### config.mk
export PLATFORM = sky130hd
export DESIGN_NAME = eth_pkt_slot_writer
export DESIGN_NICKNAME = d
export VERILOG_FILES = /design/src/rtl/ecpri_pkg.sv /design/src/rtl/slot_desc_fifo.sv /design/src/rtl/eth_pkt_slot_writer.sv
export SDC_FILE = /design/constraint.sdc
export NUM_CORES = 1
export LEC_CHECK = 0
export CAP_MARGIN = 20
export CORE_MARGIN = 4
export CORE_UTILIZATION = 50
export DETAILED_ROUTE_END_ITERATION = 10
export GPL_ROUTABILITY_DRIVEN = 0
export GPL_TIMING_DRIVEN = 0
export MAX_ROUTING_LAYER = met4
export PLACE_DENSITY_LB_ADDON = 0.1
export SLEW_MARGIN = 20
export SYNTH_ARGS = -nofsm -noshare
export SYNTH_HDL_FRONTEND = slang
export SYNTH_SLANG_ARGS = --single-unit
### constraint.sdc
create_clock -name clk -period 4.4 [get_ports clk]
set_input_delay 0.88 -clock clk [delete_from_list [all_inputs] [get_ports clk]]
set_output_delay 0.88 -clock clk [all_outputs]
set_load 0.05 [all_outputs]
### src/rtl/ecpri_pkg.sv
// Purpose : shared types and defaults for the eCPRI receive-side packet slot writer.
// Latency : n/a (types, constants and a helper function only).
// Backpr. : n/a.
// Contents: default widths, header lengths, writer FSM state enum, slot descriptor struct,
//           and a saturating add for the drop counter.
package ecpri_pkg;

  localparam int DEF_DATA_WIDTH  = 8;
  localparam int DEF_ADDR_WIDTH  = 16;
  localparam int ETH_HDR_LEN     = 14;
  localparam int ECPRI_HDR_LEN   = 4;
  localparam int DEF_MIN_PKT_LEN = ETH_HDR_LEN + ECPRI_HDR_LEN;

  // Descriptor fields are sized for the largest supported configuration
  // (up to 256 slots, up to 64K-beat slots); users narrow them with casts.
  localparam int DESC_SLOT_W = 8;
  localparam int DESC_LEN_W  = 17;

  typedef enum logic [1:0] {
    ST_IDLE,
    ST_WRITE,
    ST_DROP,
    ST_COMMIT
  } wr_state_e;

  typedef struct packed {
    logic [DESC_SLOT_W-1:0] slot;
    logic [DESC_LEN_W-1:0]  len;
  } slot_desc_t;

  // Up to two drops can be recorded in one cycle (a runt discard in COMMIT
  // plus a full-ring drop of the frame starting in that same cycle).
  function automatic logic [15:0] sat_add16(input logic [15:0] a, input logic [1:0] inc);
    logic [16:0] s;
    s = {1'b0, a} + {15'd0, inc};
    return s[16] ? 16'hFFFF : s[15:0];
  endfunction

endpackage

### src/rtl/slot_desc_fifo.sv
// Purpose : in-order queue of committed slot descriptors awaiting the consumer.
// Latency : push/pop at edge n are visible on head/count in cycle n+1.
// Backpr. : none; push when full is ignored unless a pop happens in the same cycle.
// Ports   : clk/reset (sync, active-high); push_i + push_dat_i enqueue; pop_i dequeues
//           (ignored when empty); head_dat_o/head_vld_o = oldest entry; count_o = occupancy.
module slot_desc_fifo
  import ecpri_pkg::*;
#(
  parameter int  DEPTH = 4,
  localparam int PTR_W = $clog2(DEPTH)
) (
  input  logic             clk,
  input  logic             reset,
  input  logic             push_i,
  input  slot_desc_t       push_dat_i,
  input  logic             pop_i,
  output slot_desc_t       head_dat_o,
  output logic             head_vld_o,
  output logic [PTR_W:0]   count_o
);

  slot_desc_t           mem_q [DEPTH];
  logic [PTR_W-1:0]     wr_ptr_q, rd_ptr_q;
  logic [PTR_W:0]       count_q, count_d;
  logic                 do_push, do_pop;

  assign do_pop  = pop_i && (count_q != '0);
  assign do_push = push_i && ((count_q != (PTR_W+1)'(DEPTH)) || do_pop);

  always_comb begin
    count_d = count_q;
    case ({do_push, do_pop})
      2'b10:   count_d = count_q + (PTR_W+1)'(1);
      2'b01:   count_d = count_q - (PTR_W+1)'(1);
      default: count_d = count_q;
    endcase
  end

  always_ff @(posedge clk) begin
    if (reset) begin
      wr_ptr_q <= '0;
      rd_ptr_q <= '0;
      count_q  <= '0;
    end else begin
      if (do_push) wr_ptr_q <= wr_ptr_q + PTR_W'(1);
      if (do_pop)  rd_ptr_q <= rd_ptr_q + PTR_W'(1);
      count_q <= count_d;
    end
  end

  // Storage needs no reset: the head is masked while the queue is empty.
  always_ff @(posedge clk) begin
    if (do_push) mem_q[wr_ptr_q] <= push_dat_i;
  end

  assign head_vld_o = (count_q != '0);
  assign head_dat_o = head_vld_o ? mem_q[rd_ptr_q] : '0;
  assign count_o    = count_q;

endmodule

### src/rtl/eth_pkt_slot_writer.sv
// Purpose : writes a byte-beat frame stream into fixed-size RAM slots and queues {slot,len} descriptors.
// Latency : beat at edge n drives RAM port in cycle n+1; descriptor visible 2 cycles after the last beat.
// Backpr. : none (in_ready=1 after reset); frames are dropped and counted when the ring is full or oversize.
// Ports   : in_data/in_valid/in_last/in_ready = beat stream; addr_0/data_0/we_0/cs_0/oe_0 = RAM port 0;
//           recv_pkt/rx_slot/rx_len = head descriptor, rx_done releases it; slots_used, drop_cnt = status.
// Macro   : ECPRI_MIN_LEN_CHECK_EN discards committing frames shorter than MIN_PKT_LEN.
module eth_pkt_slot_writer
  import ecpri_pkg::*;
#(
  parameter int  DATA_WIDTH      = DEF_DATA_WIDTH,
  parameter int  ADDR_WIDTH      = DEF_ADDR_WIDTH,
  parameter int  NUM_SLOTS       = 4,
  parameter int  SLOT_ADDR_WIDTH = 11,
  parameter int  MIN_PKT_LEN     = DEF_MIN_PKT_LEN,
  localparam int SLOT_IDX_W      = $clog2(NUM_SLOTS)
) (
  input  logic                      clk,
  input  logic                      reset,
  input  logic [DATA_WIDTH-1:0]     in_data,
  input  logic                      in_valid,
  input  logic                      in_last,
  output logic                      in_ready,
  output logic [ADDR_WIDTH-1:0]     addr_0,
  output logic [DATA_WIDTH-1:0]     data_0,
  output logic                      we_0,
  output logic                      cs_0,
  output logic                      oe_0,
  output logic                      recv_pkt,
  output logic [SLOT_IDX_W-1:0]     rx_slot,
  output logic [SLOT_ADDR_WIDTH:0]  rx_len,
  input  logic                      rx_done,
  output logic [SLOT_IDX_W:0]       slots_used,
  output logic [15:0]               drop_cnt
);

  localparam int LEN_W = SLOT_ADDR_WIDTH + 1;

  wr_state_e                  state_q, state_d;
  logic [SLOT_ADDR_WIDTH-1:0] offset_q, offset_d;
  logic [SLOT_IDX_W-1:0]      wr_slot_q, wr_slot_d;
  logic [ADDR_WIDTH-1:0]      addr_q, addr_d;
  logic [DATA_WIDTH-1:0]      data_q, data_d;
  logic                       we_q, we_d;
  logic [15:0]                drop_cnt_q, drop_cnt_d;
  logic                       ready_q;

  logic                       beat, full, runt, commit_push;
  logic [1:0]                 drop_inc;
  logic [LEN_W-1:0]           commit_len;
  logic [SLOT_IDX_W:0]        fifo_count;
  slot_desc_t                 push_desc, head_desc;

  assign beat       = in_valid && ready_q;
  // offset_q holds the offset of the last beat written, so length is one more.
  assign commit_len = {1'b0, offset_q} + LEN_W'(1);

`ifdef ECPRI_MIN_LEN_CHECK_EN
  assign runt = (state_q == ST_COMMIT) && (commit_len < LEN_W'(MIN_PKT_LEN));
`else
  assign runt = 1'b0;
`endif

  assign commit_push = (state_q == ST_COMMIT) && !runt;

  // A slot being committed this cycle is not yet in fifo_count but is already taken.
  assign full = (({1'b0, fifo_count} + (SLOT_IDX_W+2)'(commit_push)) == (SLOT_IDX_W+2)'(NUM_SLOTS));

  assign push_desc.slot = DESC_SLOT_W'(wr_slot_q);
  assign push_desc.len  = DESC_LEN_W'(commit_len);

  always_comb begin
    state_d   = state_q;
    offset_d  = offset_q;
    wr_slot_d = wr_slot_q;
    addr_d    = addr_q;
    data_d    = in_data;
    we_d      = 1'b0;
    drop_inc  = 2'd0;

    // COMMIT lasts one cycle; a runt discard leaves wr_slot in place for reuse.
    if (state_q == ST_COMMIT) begin
      state_d = ST_IDLE;
      if (commit_push) wr_slot_d = wr_slot_q + SLOT_IDX_W'(1);
      else             drop_inc  = drop_inc + 2'd1;
    end

    case (state_q)
      // A beat arriving during COMMIT starts the next frame in the slot after it.
      ST_IDLE, ST_COMMIT: begin
        if (beat) begin
          if (full) begin
            drop_inc = drop_inc + 2'd1;
            state_d  = in_last ? ST_IDLE : ST_DROP;
          end else begin
            we_d     = 1'b1;
            offset_d = '0;
            addr_d   = ADDR_WIDTH'({wr_slot_d, {SLOT_ADDR_WIDTH{1'b0}}});
            state_d  = in_last ? ST_COMMIT : ST_WRITE;
          end
        end
      end
      ST_WRITE: begin
        if (beat) begin
          if (&offset_q) begin
            // Would land past the end of the slot: abandon frame, keep wr_slot.
            drop_inc = drop_inc + 2'd1;
            state_d  = in_last ? ST_IDLE : ST_DROP;
          end else begin
            we_d     = 1'b1;
            offset_d = offset_q + SLOT_ADDR_WIDTH'(1);
            addr_d   = ADDR_WIDTH'({wr_slot_q, offset_d});
            state_d  = in_last ? ST_COMMIT : ST_WRITE;
          end
        end
      end
      ST_DROP: begin
        if (beat && in_last) state_d = ST_IDLE;
      end
      default: state_d = ST_IDLE;
    endcase

    drop_cnt_d = sat_add16(drop_cnt_q, drop_inc);
  end

  always_ff @(posedge clk) begin
    if (reset) begin
      state_q    <= ST_IDLE;
      offset_q   <= '0;
      wr_slot_q  <= '0;
      addr_q     <= '0;
      data_q     <= '0;
      we_q       <= 1'b0;
      drop_cnt_q <= '0;
      ready_q    <= 1'b0;
    end else begin
      state_q    <= state_d;
      offset_q   <= offset_d;
      wr_slot_q  <= wr_slot_d;
      addr_q     <= addr_d;
      data_q     <= we_d ? data_d : '0;
      we_q       <= we_d;
      drop_cnt_q <= drop_cnt_d;
      ready_q    <= 1'b1;
    end
  end

  slot_desc_fifo #(
    .DEPTH (NUM_SLOTS)
  ) u_desc_fifo (
    .clk        (clk),
    .reset      (reset),
    .push_i     (commit_push),
    .push_dat_i (push_desc),
    .pop_i      (rx_done),
    .head_dat_o (head_desc),
    .head_vld_o (recv_pkt),
    .count_o    (fifo_count)
  );

  assign in_ready   = ready_q;
  assign addr_0     = addr_q;
  assign data_0     = data_q;
  assign we_0       = we_q;
  assign cs_0       = we_q;
  assign oe_0       = 1'b0;
  assign rx_slot    = SLOT_IDX_W'(head_desc.slot);
  assign rx_len     = LEN_W'(head_desc.len);
  assign slots_used = fifo_count;
  assign drop_cnt   = drop_cnt_q;

endmodule

==> flow_summary.toml, run 1 <==
[status]
status = "complete, no violations"

[cells_and_area]
multi_input_area_mm2 = 0.00189
final_layout_size_suffix_gt1_share_pct = 11.3
fin_nets = 501
syn2layout_area_growth_pct = 21.9
layout_commonest_cell = "clkdlybuf4s50_1"
final_cell_area_mm2 = 0.00582
n_fill_cell = 766
n_antenna_cell = 0
seq_area_mm2 = 0.00272
mostFrequentLayoutCells = "clkdlybuf4s50_1, edfxtp_1, dfxtp_1"

[setup_path]
slowest_stage = "clkdlybuf4s50_1"
r2r-end = "drop_cnt[3]"
cp-start-kind = "register"
required_ns = 3.52
rrSetupSlack_ns = 0.90
arrival_ns = 2.83
r2r-start = "state_q[0]"
path_delay_family = "buffers and inverters"
crit_buf_inv = 3
crit_chain = "clkbuf_1 -> buf_2 -> mux4_2 -> and2_1 -> clkdlybuf4s50_1"
max_stage_delay_ns = 0.69
crit_fanout = 10
reg2regPathDepth = 14
crit_type = "reg -> out"
end_kind = "output port"

[synth]
synth_edf_count = 56
yosys_warnings = 0
synth_area_mm2 = 0.00477
ys_types = 49
ys_seq_area_share_pct = 57.1
synth_area_leaders = "edfxtp_1, dfxtp_1, mux4_2"
yosys.area.top_type = "edfxtp_1"
yosysTopAreaCellShare_pct = 35.2
synth_cells = 391
ys_ff_latch = 108
async_flop_share_pct = 0
synthFlopType = "edfxtp_1"
avgSynthCellArea_um2 = 12.2

[placed_design]
dpl-instance-area_mm2 = 0.00564
portBuffers = 69
hpwl_mm = 6.69
place_ws_ns = 0.912

[clocking]
cts_setup_buffers = 0
clk_pin_slew_ns = 0.10
cts_buffer_depth = 2
cts-root-buf = "clkbuf_8"
clkSinkCount = 108
clk_latency_ns = 0.37
cts_resized = 0
cts_tree = "built"
cts_htree_levels = 3
hold_buffers = 0
cts-buffers-inserted = 9

[worst_hold_path]
hold_path_class = "reg -> reg"
hold_start = "addr_0[10]"
whs_path_depth = 2
holdPathEnd = "addr_0[10]"

[detailed_routing]
drcViolationCount = 0
wl_mm = 9.21
final_antenna_net_count = 0
routedWlPerCell_um = 15.1
drt_iter0_drc = 85
vias = 3174
via_per_inst = 5.22
drtPass1Iterations = 4

[timing]
layout_setup_ws_ns = 0.691
finalSetupViolCount = 0
fmax_mhz = 270
slew_viol_final = 0
rsz0062_at_grt = "no"
fin_crit_ns = 3.71
final_hold_viol_count = 0
tightest_slew_ns = 0.828
finalSetupTns_ns = 0
fin_skew_ns = 0.00773
maxSlewHeadroom_pct = 44.5
period_share_pct = 84.3

[floorplan]
die_x_um = 106
row_count = 35
start_util_pct = 51.4
pin_count = 75
dieArea_mm2 = 0.0112
core_area_mm2 = 0.00928
die_h_um = 106

[run]
maxCapViolCount = 0

[power]
ir_worst_vdd_v = 0.000168
p_leak_nw = 2.02
p_per_area_mw_per_mm2 = 309
power_mw = 1.80

[global_route]
grt_use_total_pct = 17.6
antenna_found_initial = 0
grt_pass1_wl_mm = 15.3
grt-ovfl-total = 0
grt_max_degree = 20
grt_pass1_vias = 3178
[layout make-up]
class / instances / area share, %
Sequential cell: 108 / 46.8
Multi-Input combinational cell: 250 / 32.5
Timing Repair Buffer: 69 / 11.9
Tap cell: 129 / 2.77
Clock buffer: 10 / 2.19
Buffer: 22 / 2.00
Clock inverter: 6 / 0.968
Inverter: 14 / 0.903
[state kept, by name, indices dropped and copies added, names as in the netlist, named ones only]
signal / cells
u_desc_fifo.rd_ptr_q: 2
u_desc_fifo.mem_q: 56
in_ready: 1
cs_0: 1
u_desc_fifo.wr_ptr_q: 2
wr_slot_q: 2
addr_0: 3
state_q: 2
offset_q: 10
data_0: 8
drop_cnt: 16
u_desc_fifo.count_o: 3
[worst min-delay path, cell delays in order, from the launching register on]
cell     delay [ns]
dfxtp_1        0.35
o21ai_0        0.08
a21oi_1        0.06
[logic make-up (layout without fill, tap and decap cells)]
kind of cell	after synthesis	in the layout	share of synthesized area (%)
and+or+nand+nor	119	119	14.5
DFF	108	108	57.1
AOI/OAI and AO/OA	68	68	8.68
buffers and inverters	36	121	3.54
xor gates and xnor gates	30	30	5.51
muxes	15	15	6.82
adders and majority gates	14	14	3.83
other	1	4	0.0786
[synthesized netlist by cell type, drive strengths merged, types with 3 or more instances]
cell	number
inv	14
a311oi	4
mux4	14
and2	29
xor2	15
nor3	9
xnor2	15
nand3	17
buf	10
dfxtp	52
edfxtp	56
a21oi	33
nand4	8
nand2	14
o21ai	12
nor2	23
a31oi	5
clkbuf	12
a21boi	3
and3	4
nor2b	4
ha	13
or3	4
[metal layers]
layer	track usage, %	routed length, um
met1	22.4	4210
met2	28.7	4450
met3	3.92	412
met4	5.00	142
met5	-	0
[how the worst max path moves through the flow]
stage / start / end / slack (ns) / depth (start not counted)
2_1_floorplan: u_desc_fifo.count_o[0] / drop_cnt[10] / 1.21 / 13
3_3_place_gp: state_q[0] / drop_cnt[4] / 0.99 / 14
3_5_place_dp: state_q[0] / drop_cnt[3] / 0.91 / 14
4_1_cts: register / rx_slot[0] / 0.59 / 5
5_1_grt: state_q[0] / drop_cnt[9] / 0.39 / 14
6_report: register / rx_slot[0] / 0.69 / 5
[stage by stage]
step | hold WS, ns | std cells | utilization [%]
global placement | 0.509 | 592 | 60.7
CTS | 0.534 | 608 | 62.7
finish | 0.531 | 608 | 62.7
detailed placement | 0.516 | 592 | 60.7
global route | 0.574 | 608 | 62.7
floorplan | 0.485 | 394 | -
[where the power goes]
group          switching (mW)  internal [mW]  leakage, nW
registers             0.00747           1.06        0.961
logic                   0.107         0.0610        0.968
clock network           0.348          0.218       0.0909
total                   0.462           1.34         2.02
Note: power is estimated with default switching activity, not from simulation.
==> inputs of run 2 (changes only) <==
Clock period 4.4 ns to 3.9 ns, I/O delays scaled along.
==> flow_summary.toml, run 2 (same netlist as run 1, synthesis figures left out) <==
[floorplan]
pin_count = 75
die_x_um = 106
start_util_pct = 51.4
dieArea_mm2 = 0.0112
core_area_mm2 = 0.00928
die_h_um = 106
row_count = 35

[global_route]
grt_pass1_wl_mm = 15.3
grt-ovfl-total = 0
antenna_found_initial = 0
grt_max_degree = 20
grt_pass1_vias = 3178
grt_use_total_pct = 17.6

[setup_path]
crit_type = "reg -> out"
end_kind = "output port"
cp-start-kind = "register"
crit_fanout = 10
arrival_ns = 2.83
required_ns = 3.12

[timing]
tightest_slew_ns = 0.830
fin_crit_ns = 3.61
final_hold_viol_count = 0
period_share_pct = 92.5
finalSetupTns_ns = 0
layout_setup_ws_ns = 0.291
finalSetupViolCount = 0
rsz0062_at_grt = "no"
slew_viol_final = 0
maxSlewHeadroom_pct = 44.4
fin_skew_ns = 0.00876
fmax_mhz = 277

[detailed_routing]
drtPass1Iterations = 4
final_antenna_net_count = 0
via_per_inst = 5.24
drcViolationCount = 0
wl_mm = 9.27
routedWlPerCell_um = 15.2
drt_iter0_drc = 90
vias = 3183

[cells_and_area]
fin_cells = 608
syn2layout_area_growth_pct = 22.3
mostFrequentLayoutCells = "clkdlybuf4s50_1, edfxtp_1, dfxtp_1"
n_antenna_cell = 0
fin_nets = 501
largest_reg_flops = 56
layout_commonest_cell = "clkdlybuf4s50_1"
utilization_pct = 62.8
top_register = "u_desc_fifo.mem_q"
final_layout_size_suffix_gt1_share_pct = 11.5

[clocking]
clkSinkCount = 108
cts_htree_levels = 3
clk_latency_ns = 0.37
clk_pin_slew_ns = 0.10
cts_buffer_depth = 2
cts-buffers-inserted = 9
cts-root-buf = "clkbuf_8"
cts_tree = "built"

[worst_hold_path]
hold_path_class = "reg -> reg"

[power]
ir_worst_vdd_v = 0.000190
power_mw = 2.03
p_per_area_mw_per_mm2 = 348
p_leak_nw = 2.04

[placed_design]
hpwl_mm = 6.69
dpl.cell_count = 592
portBuffers = 69
place_ws_ns = 0.412

[status]
status = "complete, no violations"

[run]
maxCapViolCount = 0
==> run 2: cell types whose count changed in the layout (fill, tap and decap cells not counted) <==
cell	before	now
nor4_1	1	0
nor4_4	0	1
==> run 2: power by group <==
| part | switching (mW) | internal (mW) |
|---|---|---|
| Combinational | 0.121 | 0.0690 |
| Sequential | 0.00847 | 1.19 |
| Clock | 0.393 | 0.246 |
| Total | 0.523 | 1.51 |
==> run 2: area by class of cell <==
class                      instances  area [um^2]
inverter                          14         52.6
timing repair buffer              69          691
buffer                            22          116
tap                              129          161
multi-input combinational        250         1910
clock inverter                     6         56.3
clock buffer                      10          128
fill                             765         3450
sequential                       108         2720
==> run 2: path summary, 6_finish.rpt <==
check | from | to | slack (ns) | cells after the start
min | addr_0[10] | addr_0[10] | 0.53 | 2
max reg2reg | state_q[0] | drop_cnt[3] | 0.52 | 14
min reg2reg | addr_0[10] | addr_0[10] | 0.53 | 2
max | register | rx_slot[0] | 0.29 | 5
==> run 2: routing by layer <==
layer	part of all wire, %	routed length [um]	GRT usage [%]	up-vias
met4	1.5	142	5.00	0
met3	4.6	426	3.92	14
met5	0	0	-	-
met1	45	4210	22.4	1512
met2	48	4490	28.7	76
li1	-	-	-	1581
==> run 2: what timing repair did <==
item / in CTS / in global routing
hold buffers: 0 / 0
setup buffers: 0 / 0
endpoints found under the setup margin: 0 / 10
resized for setup: 0 / 2
==> run 2: critical path, cell delays in order, from the launching register on <==
cell and delay (ns):
dfxtp_1 0.32, clkbuf_1 0.31, buf_2 0.41, mux4_2 0.56, and2_1 0.17, clkdlybuf4s50_1 0.69
==> run 2: stage by stage <==
stage	hold slack, ns	cell area (um^2)
floorplan	0.485	4780
global placement	0.509	5640
detailed placement	0.516	5640
CTS	0.534	5820
global route	0.574	5830
finish	0.529	5830
==> inputs of run 3 (changes only) <==
Settings changed: ABC_CLOCK_PERIOD_IN_PS from default to 3100, CORE_UTILIZATION 50 to 48.
Clock period 3.9 ns to 3.1 ns, I/O delays scaled along.
==> flow_summary.toml, run 3 (same netlist as run 1, synthesis figures left out) <==
[placed_design]
portBuffers = 69
place_ws_ns = -0.395
hpwl_mm = 6.81
dpl.cell_count = 596
dpl-instance-area_mm2 = 0.00564

[timing]
slew_viol_final = 0
fin_crit_ns = 2.94
tightest_slew_ns = 0.866
fin_skew_ns = 0.0110
final_hold_viol_count = 0
period_share_pct = 94.8
fmax_mhz = 340
rsz0062_at_grt = "no"
maxSlewHeadroom_pct = 42.0
layout_setup_ws_ns = 0.161
finalSetupViolCount = 0

[floorplan]
die_x_um = 108
die_h_um = 108
core_area_mm2 = 0.00973
row_count = 36
dieArea_mm2 = 0.0116
start_util_pct = 49.0
pin_count = 75

[setup_path]
crit_fanout = 10
slowest_stage = "clkbuf_1"
end_kind = "output port"
max_stage_delay_ns = 0.52
cp-start-kind = "register"
arrival_ns = 2.32
required_ns = 2.48
path_depth = 4
crit_buf_inv = 2
crit_chain = "clkbuf_1 -> mux4_2 -> and2_1 -> dlygate4sd2_1"
crit_type = "reg -> out"
path_delay_family = "buffers and inverters"
reg2regPathDepth = 14

[cells_and_area]
n_fill_cell = 831
final_layout_size_suffix_gt1_share_pct = 15.3
syn2layout_area_growth_pct = 23.9
final_cell_area_mm2 = 0.00591
mostFrequentLayoutCells = "clkdlybuf4s50_1, edfxtp_1, dfxtp_1"
n_antenna_cell = 0
fin_cells = 616
fin_nets = 505
layout_commonest_cell = "clkdlybuf4s50_1"
top_register = "u_desc_fifo.mem_q"
largest_reg_flops = 56
multi_input_area_mm2 = 0.00195
seq_area_mm2 = 0.00273

[global_route]
grt_pass1_vias = 3269
grt_pass1_wl_mm = 15.9
grt-ovfl-total = 0
grt_use_total_pct = 18.0
antenna_found_initial = 0
grt_max_degree = 20

[detailed_routing]
drtPass1Iterations = 4
final_antenna_net_count = 0
drcViolationCount = 0
wl_mm = 9.48
drt_iter0_drc = 123
vias = 3206
routedWlPerCell_um = 15.4
via_per_inst = 5.20

[clocking]
cts_buffer_depth = 2
cts_tree = "built"
clk_pin_slew_ns = 0.10
clkSinkCount = 108
cts-buffers-inserted = 9
cts_htree_levels = 3
clk_latency_ns = 0.36
cts-root-buf = "clkbuf_8"

[power]
ir_worst_vdd_v = 0.000234
p_leak_nw = 2.12
combPwrFrac_pct = 9.4
p_per_area_mw_per_mm2 = 431
netSwitchingFraction_pct = 25.7
power_frac_seq_pct = 59.6
p_clk_share_pct = 31.0
power_mw = 2.55
intPower_mw = 1.89
switching_power_mw = 0.653

[worst_hold_path]
whs_path_depth = 2
hold_path_class = "in -> reg"

[run]
maxCapViolCount = 0

[status]
status = "complete, no violations"
-- run 3: cell count changes in the layout (fill, tap and decap cells not counted), moves of 2 or more --
| cell | before | now |
|---|---|---|
| dfxtp_2 | 0 | 3 |
| dlygate4sd2_1 | 0 | 10 |
| ha_2 | 0 | 2 |
| nor3_1 | 8 | 5 |
| buf_2 | 4 | 2 |
| nor3_2 | 0 | 3 |
| clkbuf_1 | 11 | 8 |
| buf_4 | 5 | 12 |
| dfxtp_1 | 52 | 49 |
| ha_1 | 13 | 10 |
| clkdlybuf4s50_1 | 69 | 58 |
-- run 3: path summary, 6_finish.rpt --
kind,from,endpoint,slack (ns)
min reg2reg,addr_0[12],addr_0[12],0.53
max,register,rx_len[10],0.16
max reg2reg,state_q[0],drop_cnt[4],0.22
min,reset,in_ready,0.51
-- run 3: what timing repair did --
action                                  in CTS  in global routing
resized for setup                           15                 15
hold buffers                                 0                  0
pin swaps                                    3                  4
endpoints found under the setup margin      26                 31
buffers inserted                             3                  2
-- run 3: power groups by stage --
stage                     Sequential (mW)  Combinational [mW]  Clock (mW)
after floorplan                      1.57               0.137           0
after global placement               1.55               0.237           0
after detailed placement             1.55               0.240           0
after CTS                            1.51               0.241       0.814
after global routing                 1.52               0.259       0.883
final                                1.52               0.239       0.790
-- run 3: layout make-up --
cell class / count / area share (%)
inverter: 14 / 0.889
tap: 133 / 2.81
buffer: 21 / 2.01
multi-input combinational: 250 / 33.0
timing repair buffer: 74 / 12.1
sequential: 108 / 46.1
clock inverter: 7 / 0.974
clock buffer: 9 / 2.10
-- run 3: through the flow --
step | hold slack, ns | setup TNS [ns] | util (%)
floorplan | 0.485 | 0 | -
global placement | 0.509 | -4.28 | 58.0
detailed placement | 0.521 | -4.28 | 58.0
CTS | 0.497 | 0 | 60.2
global route | 0.514 | 0 | 60.8
finish | 0.511 | 0 | 60.8
-- run 3: metal layers --
metal	vias up	GRT usage (%)	part of all wire [%]	wire length, um
li1	1583	-	-	-
met1	1533	23.3	46	4340
met2	78	28.2	47	4490
met3	12	4.68	5.2	497
met4	0	5.23	1.6	156
met5	-	-	0	0
